## config.mk

```make
export PLATFORM = sky130hd
export DESIGN_NAME = mc_sequencer
export DESIGN_NICKNAME = d
export VERILOG_FILES = /design/src/rtl/mc_sequencer.sv
export SDC_FILE = /design/constraint.sdc
export NUM_CORES = 1
export LEC_CHECK = 0
export ABC_AREA = 1
export BUFFER_PORTS_ARGS = -buffer_cell sky130_fd_sc_hd__buf_2
export CAP_MARGIN = 10
export CORE_ASPECT_RATIO = 0.7
export CORE_UTILIZATION = 30
export DETAILED_ROUTE_END_ITERATION = 12
export HOLD_SLACK_MARGIN = 0.08
export SYNTH_ARGS = -nofsm -noshare
export SYNTH_HDL_FRONTEND = slang
export SYNTH_SLANG_ARGS = --single-unit
export TNS_END_PERCENT = 30
```

## constraint.sdc

```tcl
create_clock -name clk -period 1.6 [get_ports clk]
set_clock_uncertainty 0.2 [all_clocks]
set_input_delay 0.32 -clock clk [delete_from_list [all_inputs] [get_ports clk]]
set_output_delay 0.32 -clock clk [all_outputs]
set_load 0.02 [all_outputs]
```

## src/rtl/mc_sequencer.sv

```systemverilog
// mc_sequencer: multicycle control sequencer for the non-pipelined CPU datapath.
// Steps each instruction through FETCH/DECODE/EXEC/MEM/WB/MD_WAIT, decodes the
// register and memory strobes from the current state plus handshake inputs,
// and owns the memory-wait watchdog and the cycle/retired-instruction counters.
module mc_sequencer #(
    parameter int unsigned TIMEOUT = 255
) (
    input  logic        clk,
    input  logic        rst,
    input  logic [2:0]  op_class,
    input  logic        is_link,
    input  logic        branch_taken,
    input  logic        mem_ready,
    input  logic        md_done,
    output logic        pc_write,
    output logic        ir_write,
    output logic        a_write,
    output logic        b_write,
    output logic        alu_out_write,
    output logic        mdr_write,
    output logic        hilo_write,
    output logic        rf_write,
    output logic [1:0]  pc_src,
    output logic [1:0]  rf_src,
    output logic        mem_read,
    output logic        mem_write,
    output logic        md_start,
    output logic [2:0]  state,
    output logic        instr_done,
    output logic        halted,
    output logic        bus_err,
    output logic [31:0] cycle_cnt,
    output logic [31:0] instret_cnt
);

    typedef enum logic [2:0] {
        S_FETCH   = 3'd0,
        S_DECODE  = 3'd1,
        S_EXEC    = 3'd2,
        S_MEM     = 3'd3,
        S_WB      = 3'd4,
        S_MD_WAIT = 3'd5,
        S_HALT    = 3'd7
    } state_t;

    localparam logic [2:0] C_ALU_R  = 3'd0;
    localparam logic [2:0] C_ALU_I  = 3'd1;
    localparam logic [2:0] C_LOAD   = 3'd2;
    localparam logic [2:0] C_STORE  = 3'd3;
    localparam logic [2:0] C_BRANCH = 3'd4;
    localparam logic [2:0] C_JUMP   = 3'd5;
    localparam logic [2:0] C_MULDIV = 3'd6;
    localparam logic [2:0] C_HALT   = 3'd7;

    localparam logic [1:0] PC_PLUS4  = 2'd0;
    localparam logic [1:0] PC_BRANCH = 2'd1;
    localparam logic [1:0] PC_JUMP   = 2'd2;

    localparam logic [1:0] RF_ALU  = 2'd0;
    localparam logic [1:0] RF_MDR  = 2'd1;
    localparam logic [1:0] RF_LINK = 2'd2;

    localparam logic [7:0] TIMEOUT_CNT = 8'(TIMEOUT);

    state_t     cur;
    state_t     nxt;
    logic [7:0] wait_cnt;
    logic       mem_phase;
    logic       timeout;

    assign state = cur;

    // Watchdog condition: memory has stalled too long in a memory-access state.
    // mem_ready takes priority, so a completion on the limit cycle still proceeds.
    always_comb begin
        mem_phase = (cur == S_FETCH) || (cur == S_MEM);
        timeout   = mem_phase && !mem_ready && (wait_cnt == TIMEOUT_CNT);
    end

    // Next-state and strobe decode; everything is forced low while in reset.
    always_comb begin
        nxt           = cur;
        pc_write      = 1'b0;
        ir_write      = 1'b0;
        a_write       = 1'b0;
        b_write       = 1'b0;
        alu_out_write = 1'b0;
        mdr_write     = 1'b0;
        hilo_write    = 1'b0;
        rf_write      = 1'b0;
        pc_src        = PC_PLUS4;
        rf_src        = RF_ALU;
        mem_read      = 1'b0;
        mem_write     = 1'b0;
        md_start      = 1'b0;
        instr_done    = 1'b0;
        if (rst) begin
            nxt = S_FETCH;
        end else begin
            case (cur)
                S_FETCH: begin
                    mem_read = 1'b1;
                    if (mem_ready) begin
                        ir_write = 1'b1;
                        pc_write = 1'b1;
                        nxt      = S_DECODE;
                    end else if (timeout) begin
                        nxt = S_HALT;
                    end
                end
                S_DECODE: begin
                    a_write = 1'b1;
                    b_write = 1'b1;
                    nxt     = (op_class == C_HALT) ? S_HALT : S_EXEC;
                end
                S_EXEC: begin
                    case (op_class)
                        C_ALU_R, C_ALU_I: begin
                            alu_out_write = 1'b1;
                            nxt           = S_WB;
                        end
                        C_LOAD, C_STORE: begin
                            alu_out_write = 1'b1;
                            nxt           = S_MEM;
                        end
                        C_BRANCH: begin
                            pc_src     = PC_BRANCH;
                            pc_write   = branch_taken;
                            instr_done = 1'b1;
                            nxt        = S_FETCH;
                        end
                        C_JUMP: begin
                            pc_write = 1'b1;
                            pc_src   = PC_JUMP;
                            if (is_link) begin
                                nxt = S_WB;
                            end else begin
                                instr_done = 1'b1;
                                nxt        = S_FETCH;
                            end
                        end
                        C_MULDIV: begin
                            md_start = 1'b1;
                            nxt      = S_MD_WAIT;
                        end
                        default: begin
                            nxt = S_HALT;
                        end
                    endcase
                end
                S_MEM: begin
                    if (op_class == C_LOAD) begin
                        mem_read = 1'b1;
                    end else begin
                        mem_write = 1'b1;
                    end
                    if (mem_ready) begin
                        if (op_class == C_LOAD) begin
                            mdr_write = 1'b1;
                            nxt       = S_WB;
                        end else begin
                            instr_done = 1'b1;
                            nxt        = S_FETCH;
                        end
                    end else if (timeout) begin
                        nxt = S_HALT;
                    end
                end
                S_WB: begin
                    rf_write   = 1'b1;
                    instr_done = 1'b1;
                    if (op_class == C_LOAD) begin
                        rf_src = RF_MDR;
                    end else if (op_class == C_JUMP) begin
                        rf_src = RF_LINK;
                    end else begin
                        rf_src = RF_ALU;
                    end
                    nxt = S_FETCH;
                end
                S_MD_WAIT: begin
                    if (md_done) begin
                        hilo_write = 1'b1;
                        instr_done = 1'b1;
                        nxt        = S_FETCH;
                    end
                end
                S_HALT: begin
                    nxt = S_HALT;
                end
                default: begin
                    nxt = S_FETCH;
                end
            endcase
        end
    end

    // State register plus sticky halt/bus-error flags.
    always_ff @(posedge clk) begin
        if (rst) begin
            cur     <= S_FETCH;
            halted  <= 1'b0;
            bus_err <= 1'b0;
        end else begin
            cur <= nxt;
            if (nxt == S_HALT) begin
                halted <= 1'b1;
            end
            if (timeout) begin
                bus_err <= 1'b1;
            end
        end
    end

    // Wait counter: counts stalled FETCH/MEM cycles, cleared on ready or state change.
    always_ff @(posedge clk) begin
        if (rst) begin
            wait_cnt <= '0;
        end else if (mem_phase && !mem_ready && (nxt == cur)) begin
            wait_cnt <= wait_cnt + 8'd1;
        end else begin
            wait_cnt <= '0;
        end
    end

    // Free-running cycle and retired-instruction counters; cycles freeze in HALT.
    always_ff @(posedge clk) begin
        if (rst) begin
            cycle_cnt   <= '0;
            instret_cnt <= '0;
        end else begin
            if (cur != S_HALT) begin
                cycle_cnt <= cycle_cnt + 32'd1;
            end
            if (instr_done) begin
                instret_cnt <= instret_cnt + 32'd1;
            end
        end
    end

endmodule

```

* Word-level counts from Yosys, hierarchy flattened *
Index checks and enable logic that the tools add are counted.
Widths: inputs -> output; s select.

word-level totals
  register bits = 77
  bits of input ports = 9
  logic and storage cells = 88

cells by class
  add/subtract/negate cells = 3
  eq/ne operators = 17
  multiplexer cells = 50
  bitwise gates (word level) = 1
  reductions and logical operators = 11

operators with widths
  operator               number
  $add 32x1->32 const B  2
  $mux 1                 28
  $eq 3x3->1 const B     8
  $mux 3                 8
  $pmux 3 s6             1
  $pmux 3 s5             1
  $eq 3x2->1 const B     4
  $mux 2                 6
  $add 8x1->8 const B    1
  $eq 8x8->1 const B     1
  $pmux 1 s2             4
  $eq 3x1->1 const B     2
  $logic_not 3->1        2
  $reduce_or 2->1        3
  $pmux 1 s4             1
  $pmux 2 s2             1
  $reduce_or 4->1        1
  $eq 3x3->1             1
  $logic_and 1x1->1      3
  $ne 3x3->1 const B     1
  $logic_not 1->1        1
  $logic_or 1x1->1       1
  $not 1->1              1

* Depth between registers and ports, before layout *
Gate-level depths: netlist (run 1).

  depth after elaboration = 12
  gate-level depth with buffers = 11
  depth with buffers taken out = 11

* Worst setup path after synthesis (run 1) *
OpenSTA, ideal clock, no wires.

  path type = reg2out
  start point = register cur[0] (netlist: state[0])
  end point = output port instr_done
  data arrival time = 1462 ps
  data required time = 1080 ps
  slack = -382 ps
  stages on the path, launching flop included = 9
  buffers on the path = 2
  path through = dfxtp_1 -> buf_2 -> nand3_2 -> inv_1 -> nand3_1 -> nand3_4 -> nand2_4 -> inv_4 -> buf_8

between the ends
  word-level cells in the longest chain between the ends = 3
  elaborated cells on any way between the ends = 6
  those cells by class = 4 x eq/ne; 2 x mux

ends and longest elaborated chain
  element                                          line  text
  start, declared                                  65    state_t cur;
  start signal, assigned                           205   cur <= nxt;
  $eq 3x3->1 / $eq 3x2->1 (equally long branches)  100   case (cur)
  $pmux 1 s4 *                                     100
  $mux 1 *                                         97    if (rst) begin
  end, declared                                    29    output logic instr_done,

Mark *: on every way between the ends. The rest lies on a longest branch, timed or not.

* Worst setup path in the final report (run 1) *
Same ends and word-level chain as after synthesis.

==> impl_metrics.env, run 1 <==
export IMPL_area_growth_pct=65.1
export IMPL_initial_core_util_pct=30.7
export IMPL_cts_root_buffer="sky130_fd_sc_hd__clkbuf_16"
export IMPL_start_kind="flop"
export IMPL_synth_fp_nets=709
export IMPL_die_w_um=149
export IMPL_synth_sequential_area_ratio_pct=34.2
export IMPL_r2r_slack_ps=-290
export IMPL_grt_first_pass_wirelength_um=23900
export IMPL_power_per_cell_area_nw_per_um2=671
export IMPL_synth_simple_gate_area_share_pct=42.5
export IMPL_synth_area_mux_share_pct=0
export IMPL_cp_max_fo=5
export IMPL_design_core_area_um2=14700
export IMPL_layout_nets=978
export IMPL_cts_clk_slew_worst_paths_ps=60
export IMPL_source_to_sink_clock_delay_at_the_later_pin_of_the_worst_skew_pair_ps=350
export IMPL_timing_final_max_slew_violations=0
export IMPL_cts_tree="done"
export IMPL_post_synth_top_area_fraction_pct=34.2
export IMPL_clockBufferDepth=2
export IMPL_design_die_area_um2=15500
export IMPL_final_layout_size_suffix_gt1_share_pct=44.2
export IMPL_rr_worst_depth=10
export IMPL_vias=5367
export IMPL_antenna_left=0
export IMPL_hold_vio_cnt_final=0
export IMPL_fmax_mhz=493
export IMPL_worstSetupEndpointType="output port"
export IMPL_holdWs_ps=181
export IMPL_routed_wirelength_um=14800
export IMPL_fillCellCount=1446
export IMPL_unique_cell_type_count_in_the_yosys_netlist=38
export IMPL_min_path_type="primary input to flop"
export IMPL_syn_area_um2=4510
export IMPL_synth_top_cell_by_area="sky130_fd_sc_hd__dfxtp_1"
export IMPL_power_uw=4990
export IMPL_grt_antenna_before_repair=0
export IMPL_cts_hold_buffers=0
export IMPL_dr_first_iter_drc_count=348
export IMPL_leakage_power_uw=0.00327
export IMPL_rows=37
export IMPL_setup_violations_final=84
export IMPL_floorplan_io_pins=94
export IMPL_detail_route_drc_violations=0
export IMPL_route_detailed_vias_per_inst=4.60
export IMPL_path_class="flop to output port"
export IMPL_tns_ps=-17780
export IMPL_port_buffers=93
export IMPL_place_hpwl_um=11300
export IMPL_place_congestion=0.898
export IMPL_crit_required_ps=1080
export IMPL_mean_cell_area_of_the_mapped_netlist_um2=6.47
export IMPL_post_synth_main_area_contributors="sky130_fd_sc_hd__dfxtp_1, sky130_fd_sc_hd__nand2_1, sky130_fd_sc_hd__nor2_1, sky130_fd_sc_hd__inv_1, sky130_fd_sc_hd__nand3_1"
export IMPL_timing_final_crit_share_pct=127
export IMPL_period_needed_ps=2030
export IMPL_avgRoutedWirePerCell_um=12.7
export IMPL_ys_ff_latch=77
export IMPL_synthAdderAreaFrac_pct=0.832
export IMPL_status="finished, violations left"
export IMPL_worst_slew_pin_transition_ps=374
export IMPL_synthesis_instances=697
export IMPL_worst_slack_ps=-430
export IMPL_slew_headroom_pct=74.9
export IMPL_grt_pass1_vias=4847
export IMPL_drtPass1Iterations=8
export IMPL_total_of_warnings_raised_by_yosys=0
export IMPL_synth_xor_area_share_pct=4.27
export IMPL_failing_checks="setup timing"
export IMPL_htree_num_levels=3
export IMPL_overflow=0
export IMPL_synth_compound_area_share_pct=9.24
export IMPL_antenna_diodes=0
export IMPL_dieHeight_um=105
export IMPL_whs_path_depth=3
export IMPL_vdd_ir_drop_max_v=0.000535
export IMPL_tritoncts_num_buffers=9
export IMPL_rsz_0062_raised_after_global_routing="true"
export IMPL_max_cap_viols=0
export IMPL_cp_data_arrival_time_ps=1510
export IMPL_combinational_family_with_the_most_area_after_synthesis="simple AND/OR/NAND/NOR gates"
export IMPL_maximum_number_of_pins_on_one_net_before_global_route_repair=27
export IMPL_grt_usage_pct=19.5
export IMPL_cts_sinks=77
## flip-flops by register name, indices dropped and copies added, names as in the netlist
| name | count |
|---|---|
| bus_err | 1 |
| instret_cnt | 32 |
| wait_cnt | 8 |
| state | 3 |
| halted | 1 |
| cycle_cnt | 32 |
## what timing repair did
action	CTS	global route
buffers inserted	10	5
resized for setup	52	60
hold endpoints to repair	0	0
pin swaps	8	15
setup endpoints to repair	80	101
## routing by layer
metal	part of all wire, %	track usage (%)	wire length [um]	up-vias
met5	0	0	0	-
met4	0.79	4.12	117	0
met3	5.9	5.28	867	14
met2	40	26.9	5980	132
met1	53	29.5	7840	2432
li1	-	-	-	2789
## report_power, final
group | total, uW | internal [uW] | leakage, uW | switching (uW)
Sequential | 1980 | 1940 | 0.000640 | 40.0
Combinational | 769 | 352 | 0.00248 | 417
Clock | 2240 | 1400 | 0.000157 | 842
## placed cells by master (no fill, tap or decap), types with 5 or more instances in the layout
cell type                   instances
sky130_fd_sc_hd__buf_4            166
sky130_fd_sc_hd__clkbuf_16          9
sky130_fd_sc_hd__buf_6             25
sky130_fd_sc_hd__xnor2_1            6
sky130_fd_sc_hd__nor2_2            11
sky130_fd_sc_hd__nand2_1          171
sky130_fd_sc_hd__nand3_2            8
sky130_fd_sc_hd__a21oi_2           13
sky130_fd_sc_hd__nor3_4             6
sky130_fd_sc_hd__nand3_4            5
sky130_fd_sc_hd__a21oi_1           29
sky130_fd_sc_hd__nor2_1            91
sky130_fd_sc_hd__nand2_2           16
sky130_fd_sc_hd__nor3_1            23
sky130_fd_sc_hd__nand4_1           14
sky130_fd_sc_hd__dfxtp_4            7
sky130_fd_sc_hd__nor3_2            18
sky130_fd_sc_hd__inv_1             73
sky130_fd_sc_hd__inv_2              6
sky130_fd_sc_hd__nor2_4             8
sky130_fd_sc_hd__nand3_1           37
sky130_fd_sc_hd__o21ai_0           12
sky130_fd_sc_hd__nand2_4            5
sky130_fd_sc_hd__buf_2             76
sky130_fd_sc_hd__dfxtp_2           27
sky130_fd_sc_hd__xor2_1            15
sky130_fd_sc_hd__dfxtp_1           43
## synth_stat cells, drive strengths merged
| cell type | count |
|---|---|
| o21ai | 17 |
| o21bai | 3 |
| clkbuf | 7 |
| nand4 | 14 |
| a31oi | 2 |
| xor2 | 16 |
| and3 | 1 |
| nand2 | 193 |
| a21oi | 43 |
| nand3b | 4 |
| dfxtp | 77 |
| nor3 | 47 |
| nand3 | 50 |
| buf | 8 |
| nor2 | 110 |
| clkinv | 1 |
| o21a | 4 |
| o2111ai | 2 |
| ha | 3 |
| nor3b | 1 |
| inv | 84 |
| nor4 | 4 |
| xnor2 | 6 |
## through the flow
stage,cell area [um^2],setup slack [ps],cells,util [%]
global route,7440,-489,1166,50.7
CTS,7210,-435,1161,49.2
finish,7440,-430,1166,50.7
detailed placement,6640,-254,1135,45.2
floorplan,4750,-116,697,-
global placement,6640,-227,1135,45.2
## worst max-delay path, cell delays in order, from the launching register on
cell and delay, ps:
sky130_fd_sc_hd__dfxtp_4 370, sky130_fd_sc_hd__buf_6 130, sky130_fd_sc_hd__nor2_4 180, sky130_fd_sc_hd__nand2_2 100
sky130_fd_sc_hd__nand3_4 130, sky130_fd_sc_hd__nand2_8 80, sky130_fd_sc_hd__inv_8 60, sky130_fd_sc_hd__buf_6 100
## logic make-up (layout without fill, tap and decap cells)
family | after synthesis | in the layout
simple gates | 424 | 424
xor+xnor | 22 | 22
compound gates | 71 | 71
flops | 77 | 77
buf+inv | 100 | 374
fa+ha+maj | 3 | 3
## final timing paths
path / startpoint / to
setup / recovery: state[0] / instr_done
hold / removal: rst / halted
setup reg to reg: state[2] / cycle_cnt[24]
hold reg to reg: bus_err / bus_err
## final cells by class
cell class                 count  area [um^2]  area share (%)
inverter                      85          340            4.57
tap                          195          244            3.28
clock inverter                 5         73.8           0.992
clock buffer                  11          243            3.26
timing repair buffer         273         2020            27.1
sequential                    77         1600            21.5
multi-input combinational    520         2920            39.3
Power figures use the tool's default switching activity.
==> run 2: changes to the inputs <==
ABC_AREA = 0   (was 1)
CORE_ASPECT_RATIO = unset   (was 0.7)
clock period = 1.99 ns   (was 1.6 ns; I/O delays follow)
==> run 2 against run 1 <==
Compared with the run above:
- the flow still finishes with violations (setup timing)
- area after synthesis fell by 16%
- sequential power fell by 20%
- final cell count fell by 33%
- utilization fell by 4.9 points
- global-route usage fell by 3.0 points
- total power fell by 28%
- cell area fell by 25%
- via count fell by 29%
- critical endpoint unchanged
==> impl_metrics.env, run 2 <==
export IMPL_status="finished, violations left"
export IMPL_failing_checks="setup timing"
export IMPL_antenna_diodes=0
export IMPL_vias=3814
export IMPL_number_of_enable_flip_flop_cells_after_synthesis=0
export IMPL_cp_max_fo=5
export IMPL_initial_core_util_pct=31.1
export IMPL_fmax_mhz=464
export IMPL_share_seq_of_total_power_pct=43.8
export IMPL_largestRegisters="cycle_cnt (32), instret_cnt (32), wait_cnt (8)"
export IMPL_layout_cells_most_common_list="sky130_fd_sc_hd__buf_2, sky130_fd_sc_hd__buf_4, sky130_fd_sc_hd__dfxtp_1"
export IMPL_swShare_pct=24.1
export IMPL_p_comb_share_pct=10.4
export IMPL_p_clk_share_pct=45.8
export IMPL_mean_cell_area_of_the_mapped_netlist_um2=8.29
export IMPL_worstSetupEndpointType="output port"
export IMPL_final_cells=781
export IMPL_port_buffers=93
export IMPL_detailedPlace_worstSlack_ps=-333
export IMPL_area_growth_pct=47.1
export IMPL_period_needed_ps=2150
export IMPL_syn_area_um2=3790
export IMPL_synth_top_cell_by_area="sky130_fd_sc_hd__dfxtp_1"
export IMPL_floorplan_io_pins=94
export IMPL_overflow=0
export IMPL_post_synth_main_area_contributors="sky130_fd_sc_hd__dfxtp_1, sky130_fd_sc_hd__xor2_1, sky130_fd_sc_hd__nor2_1, sky130_fd_sc_hd__nand4_1, sky130_fd_sc_hd__a21oi_1"
export IMPL_max_cap_viols=0
export IMPL_crit_required_ps=1390
export IMPL_maximum_number_of_pins_on_one_net_before_global_route_repair=67
export IMPL_cts_sinks=77
export IMPL_tritoncts_num_buffers=9
export IMPL_grt_pass1_vias=3609
export IMPL_layout_nets=620
export IMPL_worst_slew_pin_transition_ps=490
export IMPL_rows=40
export IMPL_timing_final_crit_share_pct=108
export IMPL_worst_slack_ps=-164
export IMPL_place_congestion=0.844
export IMPL_grt_usage_pct=16.5
export IMPL_placedCellCount=758
export IMPL_slowest_stage="sky130_fd_sc_hd__dfxtp_2"
export IMPL_cts_tree="done"
export IMPL_setup_violations_final=26
export IMPL_slew_headroom_pct=67.2
export IMPL_crit_path_cell_trace="buf_6 > a2111oi_4 > buf_4 > nor2_4 > nor2_4 > buf_6"
export IMPL_post_synth_top_area_fraction_pct=40.7
export IMPL_synthesis_instances=457
export IMPL_place_hpwl_um=7440
export IMPL_net_switching_power_of_the_design_uw=867
export IMPL_start_kind="flop"
export IMPL_cts_clk_slew_worst_paths_ps=60
export IMPL_synth_sequential_area_ratio_pct=40.7
export IMPL_design_die_area_um2=13100
export IMPL_dieHeight_um=114
export IMPL_detail_route_drc_violations=0
export IMPL_r2r_slack_ps=-100
export IMPL_ys_ff_latch=77
export IMPL_min_path_type="flop to flop"
export IMPL_design_core_area_um2=12200
export IMPL_hold_vio_cnt_final=0
export IMPL_grt_antenna_before_repair=0
export IMPL_rsz_0062_raised_after_global_routing="true"
export IMPL_die_w_um=114
export IMPL_leakage_power_uw=0.00232
export IMPL_avgRoutedWirePerCell_um=13.4
export IMPL_routed_wirelength_um=10500
export IMPL_antenna_left=0
export IMPL_route_detailed_vias_per_inst=4.88
export IMPL_mostFrequentLayoutCell="sky130_fd_sc_hd__buf_2"
export IMPL_power_per_cell_area_nw_per_um2=647
export IMPL_post_synth_top_count_cell="sky130_fd_sc_hd__dfxtp_1"
export IMPL_critical_path_max_stage_delay_ps=340
export IMPL_vdd_ir_drop_max_v=0.000360
export IMPL_htree_num_levels=3
export IMPL_p_int_uw=2740
export IMPL_dr_first_iter_drc_count=196
export IMPL_cts_root_buffer="sky130_fd_sc_hd__clkbuf_16"
export IMPL_cp_data_arrival_time_ps=1560
export IMPL_source_to_sink_clock_delay_at_the_later_pin_of_the_worst_skew_pair_ps=330
export IMPL_async_set_or_reset_register_ratio_after_synthesis_pct=0
export IMPL_synth_common_cells="sky130_fd_sc_hd__dfxtp_1, sky130_fd_sc_hd__nor2_1, sky130_fd_sc_hd__xor2_1"
export IMPL_grt_first_pass_wirelength_um=17200
export IMPL_path_class="flop to output port"
export IMPL_clockBufferDepth=2
export IMPL_tns_ps=-1680
export IMPL_synth_fp_nets=469
export IMPL_total_of_warnings_raised_by_yosys=0
export IMPL_synth_ff_type="sky130_fd_sc_hd__dfxtp_1"
export IMPL_drtPass1Iterations=4
export IMPL_final_layout_size_suffix_gt1_share_pct=37.7
export IMPL_unique_cell_type_count_in_the_yosys_netlist=45
export IMPL_timing_final_max_slew_violations=0
-- run 2: changes by cell type in the layout (fill, tap and decap cells not counted), sizes merged, moves of 26 or more --
| cell | before | now |
|---|---|---|
| nand2 | 193 | 22 |
| buf | 273 | 168 |
| inv | 84 | 15 |
| nor2 | 110 | 71 |
| nor3 | 47 | 8 |
| nand3 | 50 | 24 |
| xor2 | 16 | 42 |
-- run 2: worst paths after layout --
check,start,to,cells after the start
worst max-delay path,state[2],instr_done,6
worst min-delay path,bus_err,bus_err,2
worst min register to register,bus_err,bus_err,2
worst max register to register,state[2],instret_cnt[12],7
-- run 2: critical path, delay by kind of cell, from the launching register on --
family / cells / cell delay [ps]
buffers and inverters: 3 / 460
AOI/OAI and AO/OA: 1 / 310
and+or+nand+nor: 2 / 120
DFF: 1 / 340
-- run 2: through the flow --
stage | power [uW] | cell area (um^2) | hold slack, ps | utilization [%]
CTS | 3640 | 5460 | 248 | 44.9
detailed placement | 1930 | 4990 | 239 | 41.0
global placement | 1920 | 4990 | 234 | 41.0
floorplan | 1810 | 3910 | 218 | -
global route | 3760 | 5570 | 262 | 45.8
finish | 3600 | 5570 | 242 | 45.8
-- run 2: logic make-up after synthesis --
family,count (synthesis),share of synthesized area (%)
XOR/XNOR,51,11.8
buffers and inverters,42,4.39
AND/OR/NAND/NOR,214,29.7
multiplexers,1,0.264
AO/OA/AOI/OAI,69,12.2
adder cells (fa/ha/maj),3,0.991
flip-flops,77,40.7
-- run 2: area by class of cell --
class	count	area, um^2
multi-input cells	338	2270
flip-flops and latches	77	1560
clock buffers	11	243
repair buffers	168	1170
fillers	1169	6590
inverters	14	55.1
clock inverters	5	58.8
well taps	168	210
-- run 2: power groups by stage --
stage | logic, uW | registers, uW | clock network, uW
after global routing | 409 | 1580 | 1770
after detailed placement | 316 | 1610 | 0
final | 376 | 1580 | 1650
after CTS | 355 | 1580 | 1700
after global placement | 311 | 1610 | 0
after floorplan | 184 | 1620 | 0
-- run 2: repair_timing --
action / in CTS / in global routing
endpoints found under the setup margin: 37 / 45
hold buffers: 0 / 0
resized for setup: 43 / 21
pin swaps: 11 / 11
buffers inserted: 3 / 4
-- run 2: layer usage --
metal / GRT usage (%) / share of wire (%) / up-vias
met3: 3.34 / 3.5 / 8
met5: 0 / 0 / -
met1: 21.6 / 48 / 1801
met2: 26.9 / 48 / 78
li1: - / - / 1927
met4: 5.80 / 1.1 / 0
